==> src/rtl/inst_mem_pkg.sv <==
// Shared types and constants for the loadable instruction memory and its byte loader.
package inst_mem_pkg;

    localparam logic [31:0] NOP_INST_DEF = 32'h0000_0013;
    localparam int unsigned BYTE_IDX_W   = 2;

    typedef enum logic [1:0] {
        S_RUN,
        S_LOAD,
        S_WRITE,
        S_DONE
    } ld_state_e;

    function automatic int unsigned word_idx_w(input int unsigned depth);
        return $clog2(depth);
    endfunction

endpackage

==> src/rtl/ld_word_assembler.sv <==
// Packs four little-endian loader bytes into a 32-bit word; word_ready_o marks the 4th byte.
module ld_word_assembler
    import inst_mem_pkg::*;
(
    input  logic        clk_i,
    input  logic        rst_i,
    input  logic        clr_i,
    input  logic        byte_vld_i,
    input  logic [7:0]  byte_i,
    output logic [31:0] word_o,
    output logic        word_ready_o
);

    logic [BYTE_IDX_W-1:0] idx_q;
    logic [31:0]           word_q;

    always_ff @(posedge clk_i) begin
        if (rst_i || clr_i) begin
            idx_q <= '0;
        end else if (byte_vld_i) begin
            idx_q <= idx_q + 1'b1;
        end
    end

    always_ff @(posedge clk_i) begin
        if (byte_vld_i) begin
            word_q[{idx_q, 3'b000} +: 8] <= byte_i;
        end
    end

    assign word_o       = word_q;
    assign word_ready_o = byte_vld_i && (idx_q == 2'd3);

endmodule

==> src/rtl/inst_mem_loadable.sv <==
// Word-addressed instruction memory with 1-cycle fetch port and runtime byte-stream loader.
// Optional per-word even parity with fault reporting is enabled by defining INST_MEM_PARITY_EN.
module inst_mem_loadable
    import inst_mem_pkg::*;
#(
    parameter int unsigned DEPTH_WORDS = 64,
    parameter int unsigned ADDR_W      = 32,
    parameter logic [31:0] NOP_INST    = NOP_INST_DEF
) (
    input  logic                           clk_50,
    input  logic                           rst,
    input  logic                           fetch_req,
    input  logic [ADDR_W-1:0]              fetch_addr,
    output logic                           fetch_ready,
    output logic                           fetch_valid,
    output logic [31:0]                    fetch_inst,
    output logic                           fetch_fault,
    input  logic                           ld_start,
    input  logic [$clog2(DEPTH_WORDS)-1:0] ld_base,
    input  logic [$clog2(DEPTH_WORDS):0]   ld_count,
    input  logic                           ld_valid,
    input  logic [7:0]                     ld_byte,
    output logic                           ld_ready,
    output logic                           ld_done,
    output logic                           busy
`ifdef INST_MEM_PARITY_EN
    ,
    input  logic                           parity_inject
`endif
);

    localparam int unsigned IW = word_idx_w(DEPTH_WORDS);
`ifdef INST_MEM_PARITY_EN
    localparam int unsigned MEM_W = 33;
`else
    localparam int unsigned MEM_W = 32;
`endif
    localparam logic [ADDR_W:0] ADDR_LIMIT = (ADDR_W+1)'(4 * DEPTH_WORDS);
    localparam logic [IW:0]     ONE_W      = (IW+1)'(1);

    ld_state_e         state_q, state_d;
    logic [IW-1:0]     base_q;
    logic [IW:0]       count_q;
    logic [IW:0]       wcnt_q;
    logic              ld_done_q, ld_done_d;
    logic              last_word;
    logic [IW-1:0]     waddr;
    logic [31:0]       asm_word;
    logic              word_ready;
    logic [MEM_W-1:0]  wdata;
    logic [MEM_W-1:0]  mem_q [DEPTH_WORDS];

    logic              fetch_acc;
    logic [IW-1:0]     ridx;
    logic [MEM_W-1:0]  rd_entry;
    logic              par_err;
    logic              fault;
    logic              fetch_valid_q, fetch_valid_d;
    logic              fetch_fault_q, fetch_fault_d;
    logic [31:0]       fetch_inst_q, fetch_inst_d;

    ld_word_assembler u_asm (
        .clk_i        (clk_50),
        .rst_i        (rst),
        .clr_i        (state_q == S_RUN),
        .byte_vld_i   (ld_valid && ld_ready),
        .byte_i       (ld_byte),
        .word_o       (asm_word),
        .word_ready_o (word_ready)
    );

    assign last_word = ((wcnt_q + ONE_W) == count_q);
    assign waddr     = base_q + wcnt_q[IW-1:0];

    always_ff @(posedge clk_50) begin
        if (rst) begin
            state_q <= S_RUN;
        end else begin
            state_q <= state_d;
        end
    end

    always_comb begin
        state_d = state_q;
        unique case (state_q)
            S_RUN:   if (ld_start && (ld_count != '0)) state_d = S_LOAD;
            S_LOAD:  if (word_ready) state_d = S_WRITE;
            S_WRITE: state_d = last_word ? S_DONE : S_LOAD;
            S_DONE:  state_d = S_RUN;
            default: state_d = S_RUN;
        endcase
    end

    always_comb begin
        fetch_ready = (state_q == S_RUN);
        ld_ready    = (state_q == S_LOAD);
        busy        = (state_q != S_RUN);
    end

    // A zero-length load completes from RUN without ever leaving it.
    assign ld_done_d = ((state_q == S_WRITE) && last_word)
                    || ((state_q == S_RUN) && ld_start && (ld_count == '0));

    always_ff @(posedge clk_50) begin
        if (rst) begin
            wcnt_q    <= '0;
            ld_done_q <= 1'b0;
        end else begin
            ld_done_q <= ld_done_d;
            if ((state_q == S_RUN) && ld_start && (ld_count != '0)) begin
                wcnt_q <= '0;
            end else if (state_q == S_WRITE) begin
                wcnt_q <= wcnt_q + ONE_W;
            end
        end
    end

    always_ff @(posedge clk_50) begin
        if ((state_q == S_RUN) && ld_start && (ld_count != '0)) begin
            base_q  <= ld_base;
            count_q <= ld_count;
        end
    end

`ifdef INST_MEM_PARITY_EN
    assign wdata   = {(^asm_word) ^ parity_inject, asm_word};
    assign par_err = ^rd_entry;
`else
    assign wdata   = asm_word;
    assign par_err = 1'b0;
`endif

    always_ff @(posedge clk_50) begin
        if (state_q == S_WRITE) begin
            mem_q[waddr] <= wdata;
        end
    end

    assign fetch_acc = fetch_req && fetch_ready;
    assign ridx      = fetch_addr[IW+1:2];
    assign rd_entry  = mem_q[ridx];
    assign fault     = (fetch_addr[1:0] != 2'b00) || ({1'b0, fetch_addr} >= ADDR_LIMIT) || par_err;

    always_comb begin
        fetch_valid_d = fetch_acc;
        fetch_fault_d = fetch_acc && fault;
        fetch_inst_d  = fetch_inst_q;
        if (fetch_acc) begin
            fetch_inst_d = fault ? NOP_INST : rd_entry[31:0];
        end
    end

    always_ff @(posedge clk_50) begin
        if (rst) begin
            fetch_valid_q <= 1'b0;
            fetch_fault_q <= 1'b0;
            fetch_inst_q  <= NOP_INST;
        end else begin
            fetch_valid_q <= fetch_valid_d;
            fetch_fault_q <= fetch_fault_d;
            fetch_inst_q  <= fetch_inst_d;
        end
    end

    assign fetch_valid = fetch_valid_q;
    assign fetch_fault = fetch_fault_q;
    assign fetch_inst  = fetch_inst_q;
    assign ld_done     = ld_done_q;

endmodule
==> config.mk <==
export PLATFORM = sky130hd
export DESIGN_NAME = inst_mem_loadable
export DESIGN_NICKNAME = d
export VERILOG_FILES = /design/src/rtl/inst_mem_pkg.sv /design/src/rtl/ld_word_assembler.sv /design/src/rtl/inst_mem_loadable.sv
export SDC_FILE = /design/constraint.sdc
export NUM_CORES = 2
export LEC_CHECK = 0
export BUFFER_PORTS_ARGS = -buffer_cell sky130_fd_sc_hd__buf_2
export CORE_UTILIZATION = 40
export DETAILED_ROUTE_END_ITERATION = 16
export RECOVER_POWER = 50
export SETUP_SLACK_MARGIN = 0.2
export SYNTH_ARGS = -nofsm -noshare
export SYNTH_HDL_FRONTEND = slang
export SYNTH_SLANG_ARGS = --single-unit
==> constraint.sdc <==
create_clock -name clk_50 -period 6.53 [get_ports clk_50]
set_input_delay 0.3265 -clock clk_50 [delete_from_list [all_inputs] [get_ports clk_50]]
set_output_delay 0.3265 -clock clk_50 [all_outputs]
set_load 0.005 [all_outputs]
==> parameters.txt <==
Parameter                              Value

Outcome
  Outcome    finished, violations left
  Failing checks    capacitance limit, slew limit

STA
  Number of hold violations in the final report    0
  Final clock period utilization by the worst path    61.6%
  Unrepaired setup endpoints after global routing    no
  Setup-failing EPs final    0
  Transition time of the tightest slew-check pin    3.95 ns
  Total negative slack for setup checks    0 ns
  Clock skew    0.0398 ns
  Max-slew violation count    1968
  Max Freq    248 MHz
  Minimum clock period    4.02 ns
  Rel. slew slack    -163%

Detailed routing
  TritonRoute pass-1 iters    5
  Drt total wl    218000 um
  Final ANT Viol Nets    0
  Vias after detailed routing    41600
  Drt wl/cell    30.4 um
  Vias per inst    5.80
  Initial DRC count    5205
  Remaining DRCs    0

Run
  Max-capacitance violation count    32

Worst setup path
  Critical Path Max Stage Delay    0.95 ns
  Family with the most delay on the worst path    simple AND/OR/NAND/NOR gates
  Worst Setup End Kind    flop
  Crit-path slowest cell    nor3_2
  Maximum fanout along the worst path    16
  Setup Crit Path Kind    flop to flop
  Bufs and invs on worst path    1
  Reg2Reg Launch Point    wcnt_q[0]
  Data arrival time of the worst path    4.50 ns
  Reg-to-reg slack, setup    2.51 ns
  Startpoint type of the worst setup path    flop
  Required time worst endpoint    7.01 ns
  R2R Path End    mem_q[24][9]
  Depth of the most critical reg-to-reg path    8
  Cell-by-cell listing of the critical path    ha_1 > fa_1 > a21o_1 > a21oi_1 > xnor2_1 > nand2_1 > nor3_2 > buf_4

Synthesis
  Synth cell types    63
  Share of synthesized area spent on multiplexers    14.8%
  Most used flip-flop cell after synthesis    edfxtp_1
  Mean area per synthesized cell    20.5 um2
  Largest family of logic cells by synthesized area    multiplexers
  Mapped Cells    4034
  Synthesized flop and latch total    2139
  Number of nets in the synthesized netlist    4104
  Xor/xnor cell area share of the yosys netlist    0.265%
  Syn Std Cell Area    82500 um2
  Share of synthesized registers carrying an async set or reset    0%
  Yosys warnings    0
  Post-synthesis share of cell area spent on and, or, nand and nor gates    2.43%
  Compound-cell area share of the yosys netlist    3.59%
  Post-synthesis adder-cell area fraction    0.191%
  Number of synthesized flops with an enable pin    2093
  Part of the Yosys area used for sequential elements    77.3%

Place
  GP Congestion    0.803
  Buffers added on ports    95
  Detailed placer's ending HPWL    121000 um

Clock tree
  Root Buffer    clkbuf_16
  Clock-pin slew on the worst setup and hold paths    0.06 ns
  Setup fix buffers added after clock tree synthesis    0
  Buffer depth of the longest clock path    3
  Clock H-tree levels    4
  Clock tree from TritonCTS    done
  Source-to-sink clock delay at the later pin of the worst-skew pair    0.83 ns
  Clock buffer count from CTS    205
  Number of gates resized after cts    0
  Clk sink count    2139

Layout
  Most common library cell in the layout ignoring fill and taps    edfxtp_1
  Fill cell instance count of the final layout    17200
  Leading cell types in the layout, fill and taps excluded    2093 x edfxtp_1, 321 x mux2i_1, 286 x mux4_2
  Area growth, synth to finish    13.5%
  Fraction of layout instances using a drive strength above 1    24.3%
  Multi-input logic area    18000 um2
  Storage element area    63800 um2
  Final net count    4391

Global routing
  Maximum number of pins on one net before global-route repair    113
  Leftover overflow at the end of global routing    0
  Number of global-route vias before repair    41700
  Global-route wire length before repair    307000 um
  Total GRT Usage    20.7%
  Initial antenna violation count    12

Die
  Core area    205000 um2
  X dimension of the die    456 um
  Initial standard-cell utilization of the core    40.3%
  DIE AREA    208000 um2
  Die height    456 um
  Number of ports placed on the die boundary    96
  Cell row count    166

Pwr
  VDD IR max    0.000282 V
  Power density normalized to cell area    291 nW/um2
  Post-layout power    27.3 mW
  Static power due to leakage    29.8 nW

Hold path
  Hold-critical path depth    2
  Type of the tightest min-delay check    input pin to flop
  Min-Delay Startpoint    ld_base[5]
  Endpoint of the worst hold path    base_q[5]
## final cells by class
class	instances	share of cell area (%)
well taps	2688	3.59
multi-input cells	1661	19.2
inverters	8	0.0334
clock buffers	267	5.88
clock inverters	104	0.992
diodes	3	0.00801
repair buffers	306	2.26
flip-flops and latches	2139	68.1
## stage by stage
step	area [um2]	cells	setup slack, ns	hold WS, ns	util (%)
after floorplan	82500	4034	1.85	0.425	-
after global placement	87100	6772	1.83	0.445	42.5
after detailed placement	87100	6772	1.80	0.448	42.5
after CTS	93800	7173	2.52	0.152	45.8
after global routing	93700	7174	2.29	0.197	45.7
final	93700	7176	2.51	0.231	45.7
## cell usage after synthesis (28+ instances only)
library cell	number	area (um2)
mux2_2	225	2530
nand2_1	56	210
and4_1	28	245
and2_1	35	219
buf_4	34	255
edfxtp_1	2093	62900
dfxtp_1	46	921
mux4_2	286	6440
o31ai_1	28	210
nor4_1	37	231
buf_2	94	470
o22ai_1	112	701
a221oi_1	29	254
a22oi_1	125	938
nor3_1	71	355
o21ai_0	84	420
clkbuf_1	82	308
nor2_1	48	180
a21oi_1	44	220
mux2i_1	321	3210
## worst max path at each step
stage,depth (start not counted),end,slack (ns),from
detailed placement,8,fetch_inst[14],1.80,fetch_addr[2]
finish,8,mem_q[24][9],2.51,wcnt_q[0]
CTS,8,mem_q[24][9],2.52,wcnt_q[0]
global placement,8,fetch_inst[14],1.83,fetch_addr[2]
floorplan,8,mem_q[12][0],1.85,base_q[0]
global route,8,mem_q[24][3],2.29,wcnt_q[0]
## power by group
group | leakage [nW] | switching [mW] | internal [mW]
clock | 3.13 | 5.03 | 6.44
sequential | 19.5 | 0.00357 | 14.9
combinational | 7.18 | 0.598 | 0.333
## per-layer routing
layer  GRT usage [%]  share of wire, %  up-vias
met3            3.56               7.7      291
met1            28.9                42    22200
met2            33.1                48     1735
met4            6.63               3.1        0
li1                -                 -    17400
met5               0                 0        -
## flip-flops by register name (all words and copies together) (netlist names)
name and cells:
count_q 7, u_asm.word_o 32, mem_q 2048, u_asm.idx_q 2, wcnt_q 7, base_q 6, ld_done 1, fetch_fault 1
fetch_valid 1, state_q 2, fetch_inst 32
## cells by family after synthesis
group / after synthesis
AOI/OAI and AO/OA: 447
xor gates and xnor gates: 25
adders and majority gates: 12
buffers and inverters: 234
DFF: 2139
muxes: 832
and+or+nand+nor: 345
## timing repair
action	in CTS	in global routing
hold endpoints to repair	56	0
hold buffers	30	0
endpoints found under the setup margin	0	0
Note: power is estimated with default switching activity, not from simulation.
